===== src/rtl/accumulator_drain_if.sv =====
// Valid/ready result stream carried from accumulator_drain to its consumer.
interface accumulator_drain_if #(
  parameter int OUT_WIDTH = 8,
  parameter int IDX_WIDTH = 4
);
  logic                 out_valid;
  logic                 out_ready;
  logic [OUT_WIDTH-1:0] out_data;
  logic [IDX_WIDTH-1:0] out_idx;
  logic                 out_last;
  logic                 out_sat;

  modport master (
    output out_valid, out_data, out_idx, out_last, out_sat,
    input  out_ready
  );

  modport slave (
    input  out_valid, out_data, out_idx, out_last, out_sat,
    output out_ready
  );
endinterface


===== src/rtl/accumulator_drain.sv =====
// Snapshots all accumulator lanes on start, clears the accumulator, then
// streams the snapshot one saturated element per handshake.
module accumulator_drain #(
  parameter int NUM_ELEM  = 16,
  parameter int ACC_WIDTH = 16,
  parameter int OUT_WIDTH = 8,
  parameter int IDX_WIDTH = $clog2(NUM_ELEM)
) (
  input  logic                                clk,
  input  logic                                rst,
  input  logic                                start,
  input  logic [NUM_ELEM-1:0][ACC_WIDTH-1:0]  sum,
  output logic                                acc_clear,
  accumulator_drain_if.master                 stream,
  output logic                                busy,
  output logic                                done
);

  typedef enum logic [1:0] {
    IDLE   = 2'd0,
    STREAM = 2'd1,
    DONE   = 2'd2
  } state_t;

  state_t                              state;
  logic [IDX_WIDTH-1:0]                idx;
  logic [NUM_ELEM-1:0][ACC_WIDTH-1:0]  shadow;

  logic                 can_start;
  logic                 in_stream;
  logic                 is_last;
  logic                 handshake;
  logic [ACC_WIDTH-1:0] cur;
  logic                 cur_sat;

  assign can_start = (state == IDLE) || (state == DONE);
  assign in_stream = (state == STREAM);
  assign is_last   = (idx == IDX_WIDTH'(NUM_ELEM - 1));
  assign handshake = in_stream && stream.out_ready;

  // The accumulator clears on the same edge that loads the shadow bank.
  assign acc_clear = start && can_start && !rst;

  always_ff @(posedge clk or posedge rst) begin
    if (rst) begin
      state  <= IDLE;
      idx    <= '0;
      shadow <= '0;
    end else begin
      case (state)
        IDLE, DONE: begin
          if (start) begin
            shadow <= sum;
            idx    <= '0;
            state  <= STREAM;
          end else begin
            state  <= IDLE;
          end
        end
        STREAM: begin
          if (handshake) begin
            if (is_last) begin
              state <= DONE;
            end else begin
              idx   <= idx + 1'b1;
            end
          end
        end
        default: state <= IDLE;
      endcase
    end
  end

  // Any bit above the output width means the value exceeds all-ones.
  assign cur     = shadow[idx];
  assign cur_sat = |(cur >> OUT_WIDTH);

  assign stream.out_valid = in_stream;
  assign stream.out_data  = !in_stream ? '0 :
                            cur_sat    ? {OUT_WIDTH{1'b1}} : cur[OUT_WIDTH-1:0];
  assign stream.out_idx   = in_stream ? idx : '0;
  assign stream.out_last  = in_stream && is_last;
  assign stream.out_sat   = in_stream && cur_sat;

  assign busy = in_stream;
  assign done = (state == DONE);

endmodule


===== src/flat_wrapper.sv =====
// flat-port wrapper written by rule: the top's interface ports become plain ports
module accumulator_drain_flat 
#(
  parameter int NUM_ELEM  = 16,
  parameter int ACC_WIDTH = 16,
  parameter int OUT_WIDTH = 8,
  parameter int IDX_WIDTH = $clog2(NUM_ELEM)
)
  (clk, rst, start, sum, acc_clear, busy, done, stream_out_valid, stream_out_data, stream_out_idx, stream_out_last, stream_out_sat, stream_out_ready);
  accumulator_drain_if #(.OUT_WIDTH(OUT_WIDTH), .IDX_WIDTH(IDX_WIDTH)) stream_i ();
  input  logic clk;
  input  logic rst;
  input  logic start;
  input  logic [NUM_ELEM-1:0][ACC_WIDTH-1:0] sum;
  output logic acc_clear;
  output logic busy;
  output logic done;
  output wire logic [$bits(stream_i.out_valid)-1:0] stream_out_valid;
  output wire logic [$bits(stream_i.out_data)-1:0] stream_out_data;
  output wire logic [$bits(stream_i.out_idx)-1:0] stream_out_idx;
  output wire logic [$bits(stream_i.out_last)-1:0] stream_out_last;
  output wire logic [$bits(stream_i.out_sat)-1:0] stream_out_sat;
  input wire logic [$bits(stream_i.out_ready)-1:0] stream_out_ready;
  assign stream_out_valid = stream_i.out_valid;
  assign stream_out_data = stream_i.out_data;
  assign stream_out_idx = stream_i.out_idx;
  assign stream_out_last = stream_i.out_last;
  assign stream_out_sat = stream_i.out_sat;
  assign stream_i.out_ready = stream_out_ready;
  accumulator_drain #(.NUM_ELEM(NUM_ELEM), .ACC_WIDTH(ACC_WIDTH), .OUT_WIDTH(OUT_WIDTH), .IDX_WIDTH(IDX_WIDTH)) u_core (.clk(clk), .rst(rst), .start(start), .sum(sum), .acc_clear(acc_clear), .stream(stream_i), .busy(busy), .done(done));
endmodule

===== config.mk =====
export PLATFORM = sky130hd
export DESIGN_NAME = accumulator_drain_flat
export DESIGN_NICKNAME = d
export VERILOG_FILES = /design/src/rtl/accumulator_drain_if.sv /design/src/rtl/accumulator_drain.sv /design/src/flat_wrapper.sv
export SDC_FILE = /design/constraint.sdc
export NUM_CORES = 1
export LEC_CHECK = 0
export ABC_AREA = 1
export BUFFER_PORTS_ARGS = -buffer_cell sky130_fd_sc_hd__buf_2
export CAP_MARGIN = 40
export CORE_MARGIN = 5
export CORE_UTILIZATION = 58
export CTS_BUF_LIST = sky130_fd_sc_hd__clkbuf_8 sky130_fd_sc_hd__clkbuf_16
export DETAILED_ROUTE_END_ITERATION = 8
export HOLD_SLACK_MARGIN = 0.03
export PLACE_DENSITY_LB_ADDON = 0.15
export SYNTH_ARGS = -nofsm -noshare
export SYNTH_HDL_FRONTEND = slang
export SYNTH_SLANG_ARGS = --single-unit

===== constraint.sdc =====
create_clock -name clk -period 17 [get_ports clk]
set_input_delay 0.85 -clock clk [delete_from_list [all_inputs] [get_ports clk]]
set_output_delay 0.85 -clock clk [all_outputs]
set_load 0.05 [all_outputs]

Word level (Yosys, flattened, before mapping)
Index checks and enable logic that the tools add are counted.

Register bits: 262. Latch bits: 0. Memory bits (writable): 0. Bits in read-only memories: 0. Input port bits: 260. Output and inout bits: 18. Word-level logic and storage cells: 54. Memories: 0.

Add/sub/neg operators: 1. Multipliers: 0. Divide/modulo/power cells: 0. Magnitude comparators: 1. Equality and inequality tests: 7. Shifts and indexed selects: 0. Muxes and demuxes: 13. Bitwise gates (word level): 0. Reductions and logical operators: 14.

Operators with widths (number): binary-select mux 16 bit (select 4 bit) (1); 2-to-1 mux 16 bit (1); 2-to-1 mux 4 bit (4); 2-to-1 mux 8 bit (2); inequality test 2 bit, second input constant (4); case mux 4 bit (2 select lines) (1); OR reduction 8 bit (1); logical AND 1 bit (5); less-than comparator 4 x 5 -> 1 bit, second input constant (1); adder 4 x 1 -> 4 bit, second input constant (1); == test 4 bit, second input constant (1); 2-to-1 mux 2 bit (2); case mux 2 bit (2 select lines) (1); AND reduction 2 bit (2); AND reduction 4 bit (1); == test 2 x 1 -> 1 bit, second input constant (1); == test 2 bit, second input constant (1); zero test 2 bit (1); nonzero test 2 bit (1); OR reduction 2 bit (1); zero test 1 bit (1); logical OR 1 bit (1); 2-to-1 mux 1 bit (1).

Longest topological paths before layout
Word-level depth: 5. Depth in mapped cells: 12. Mapped depth without buffers: 9.

Worst setup path before layout
OpenSTA, ideal clock, no wires.

Path type: input to output. Start: input port start. End: output port acc_clear. Data arrival time: 1.907 ns. Data required time: 16.150 ns. Setup slack: 14.243 ns. Stages on the path: 4. Path buffers: 2. Path through: nand2_1 -> buf_2 -> clkbuf_1 -> nor2_1.

Longest elaborated chain between the ends: 2.

Ends and longest elaborated chain: start, declared (RTL line flat_wrapper.sv:13) `input logic start;`; logical AND 1 bit (2 in a row) (RTL line accumulator_drain.sv:42) `assign acc_clear = start && can_start && !rst;`; end, declared (RTL line flat_wrapper.sv:15) `output logic acc_clear;`.

Every way passes these cells.

Worst setup path after layout
Start: register u_core.idx[0]. End: output port stream_out_data[4].

Longest elaborated chain between the ends: 5.

Ends and longest elaborated chain: start, declared (RTL line accumulator_drain.sv:26) `logic [IDX_WIDTH-1:0] idx;`; start signal, assigned (RTL line accumulator_drain.sv:65) `idx <= idx + 1'b1;`; binary-select mux 16 bit (select 4 bit) * (RTL line accumulator_drain.sv:75) `assign cur = shadow[idx];`; 2-to-1 mux 16 bit (implied by the code) * (RTL line accumulator_drain.sv:75); OR reduction 8 bit (RTL line accumulator_drain.sv:76) `assign cur_sat = |(cur >> OUT_WIDTH);`; 2-to-1 mux 8 bit * (RTL line accumulator_drain.sv:80) `cur_sat ? {OUT_WIDTH{1'b1}} : cur[OUT_WIDTH-1:0];`; 2-to-1 mux 8 bit * (RTL line accumulator_drain.sv:79) `assign stream.out_data = !in_stream ? '0 :`; end, declared (RTL line flat_wrapper.sv:19) `output wire logic [$bits(stream_i.out_data)-1:0] stream_out_data;`.

Every way passes the cells marked *; elsewhere a longest branch is shown, timed or not. The select of a mux whose other input is x is not followed.

==> metrics.yaml <==
critical_path:
  endpoint_kind: "primary output"
  crit_chain: "buf_4 > nor2_1 > nand3b_1 > nand2_1 > nand3_1 > nand3_1 > nand2_1 > nand2_2 > nand3_1 > buf_2"
  cp_common_cell: "nand3_1"
  cp_num_buf_inv: 2
  startpoint: "u_core.idx[0]"
  cp-start-kind: "flop"
  crit_cells: 10
  required_ps: 16150
  arrival_ps: 3310
  r2r_start: "u_core.state[0]"
  crit_type: "reg -> out"
  rrSetupSlack_ps: 14220
  critPathMaxStageDelay_ps: 850
  ff2ff_path_depth: 8
  crit_family: "simple AND/OR/NAND/NOR gates"
  crit_path_top_delay_cell: "dfrtp_4"
  cp_max_fo: 61
clocking:
  cts-buffers-inserted: 28
  clock_path_buffers: 3
  h-tree-depth: 1
  cts-root-buf: "clkbuf_16"
  cts-resized-gates: 0
  ctsHoldBuffers: 0
  clk_pin_slew_ps: 60
  clock_sinks: 262
  clk_latency_ps: 540
  post-cts-setup-buffers: 0
  cts_tree: "done"
global_routing:
  antenna_found_initial: 3
  grt_max_degree: 173
  grt_pass1_wl_um: 53200
  track_usage: 0.2798
  grt_pass1_vias: 10570
  grt_overflow: 0
floorplan:
  rows: 52
  die-area_um2: 23200
  design.core.area_um2: 20100
  die_width_um: 152.3
  start_util: 0.5843
  fp.dieH_um: 152.3
  pin_count: 278
synth:
  synthArstFlopShare: 1.000
  avgSynthCellArea_um2: 7.810
  ys_warn_count: 0
  synth_edf_count: 0
  synthesis.nets: 1765
  netlist_area_um2: 11750
  synthDistinctLibCells: 26
  ys_seq_area_frac: 0.5582
  synth_cells: 1504
  ys_ff_latch: 262
  ys.flop_type: "dfrtp_1"
sta:
  fin_skew_ps: 20.89
  final.setup.tns_ps: 0
  slew_headroom: 0.4293
  max_freq_ghz: 0.2406
  slew_violations: 0
  period_share: 0.2445
  min_period_ps: 4156
  hold_viol_final: 0
  rsz0062_at_grt: "no"
  setup_viol: 0
  worstMarginPinSlew_ps: 856.1
cells_and_area:
  syn_to_final_growth_pct: 20.76
  nets: 1997
  final_common_cell: "nand2_1"
  final_cell_mix: "nand2_1 (692), buf_2 (277), dfrtp_1 (260), o21ai_0 (118), nor2_1 (115)"
  nFillCells: 1692
  fin_cells: 2028
  post-route-util: 0.7056
  final_layout_size_suffix_gt1_frac: 0.1954
drt:
  antenna_left: 0
  drtIter0Drc: 785
  drc: 0
  wirelength_um: 33030
  avgViaCountPerCell: 5.225
  vias: 10600
  dr.pass1.iters: 5
  post_drt_wl_per_cell_um: 16.29
status:
  status: "finished, final reports clean"
power_and_ir_drop:
  fin_total_pwr_mw: 2.779
  power.leakage_nw: 7.720
  ir_drop_mv: 0.1406
  power_density_nw_per_um2: 195.9
worst_hold_path:
  min_path_type: "in -> async"
placement:
  placedCellCount: 1976
  port-buffer-count: 277
  gp_congestion: 0.9112
  dp_hpwl_um: 22920
job:
  cap_violations: 0
[cell usage after synthesis, types with 3 or more instances]
library cell	instances	area, um^2
a21oi_1	25	125.1
buf_2	43	215.2
buf_4	3	22.52
buf_6	3	33.78
clkbuf_1	34	127.6
dfrtp_1	262	6556
inv_1	78	292.8
nand2_1	693	2601
nand3_1	74	370.4
nand3b_1	9	67.56
nand4_1	4	25.02
nor2_1	115	431.7
nor2_2	3	18.77
nor3_1	6	30.03
o211ai_1	20	150.1
o21ai_0	118	590.6
[path summary, 6_finish.rpt]
check	end
setup / recovery	stream_out_data[4]
hold / removal	u_core.shadow[40]
setup reg to reg	u_core.shadow[150]
hold reg to reg	u_core.shadow[15]
max in group asynchronous	u_core.shadow[144]
min in group clk	u_core.shadow[15]
[through the flow]
step | area, um^2 | worst slack (ps) | hold slack, ps
after floorplan | 11750 | 8938 | 440.1
after global placement | 13140 | 13510 | 455.4
after detailed placement | 13240 | 13450 | 458.2
after CTS | 14180 | 12850 | 358.0
after global routing | 14180 | 12620 | 370.1
final | 14180 | 12840 | 343.4
[layout make-up]
type,count,area [um^2],share of cell area
multi-input combinational,1075,4482,0.3160
clock buffer,37,835.8,0.05892
antenna,3,7.507,0.0005292
sequential,262,6561,0.4626
clock inverter,12,100.1,0.007057
tap,270,337.8,0.02382
timing repair buffer,288,1541,0.1087
inverter,81,319.1,0.02249
[worst reg2reg max path, cell delays in order (launching register included)]
cell and delay, ps:
dfrtp_1 400, inv_1 110, nand2_4 290, inv_8 300
buf_16 460, buf_4 580, buf_12 330, nand2_1 130
o21ai_0 110
[flip-flops by register name, indices dropped and copies added, names as in the netlist]
| signal | count |
|---|---|
| u_core.idx | 4 |
| u_core.shadow | 256 |
| u_core.state | 2 |
[routing by layer]
metal  vias up  share of wire  routed length (um)  track usage
met5         -              0                   0            0
met2       397           0.47               15540       0.4488
met4         0          0.035                1144       0.1036
met1      4990           0.42               14010       0.3884
li1       5141              -                   -            -
met3        69          0.071                2335      0.04658
[power breakdown]
group	switching, mW	total [mW]	internal, mW
Clock	0.241	0.612	0.370
Combinational	0.730	1.07	0.345
Sequential	0.175	1.09	0.919
[logic make-up after synthesis]
kind of cell             synth area share
flip-flops                         0.5582
AND/OR/NAND/NOR                    0.3053
AO/OA/AOI/OAI                     0.07456
adder cells (fa/ha/maj)          0.001065
buffers and inverters             0.06093
No activity file was read; power rests on OpenSTA's default activity.
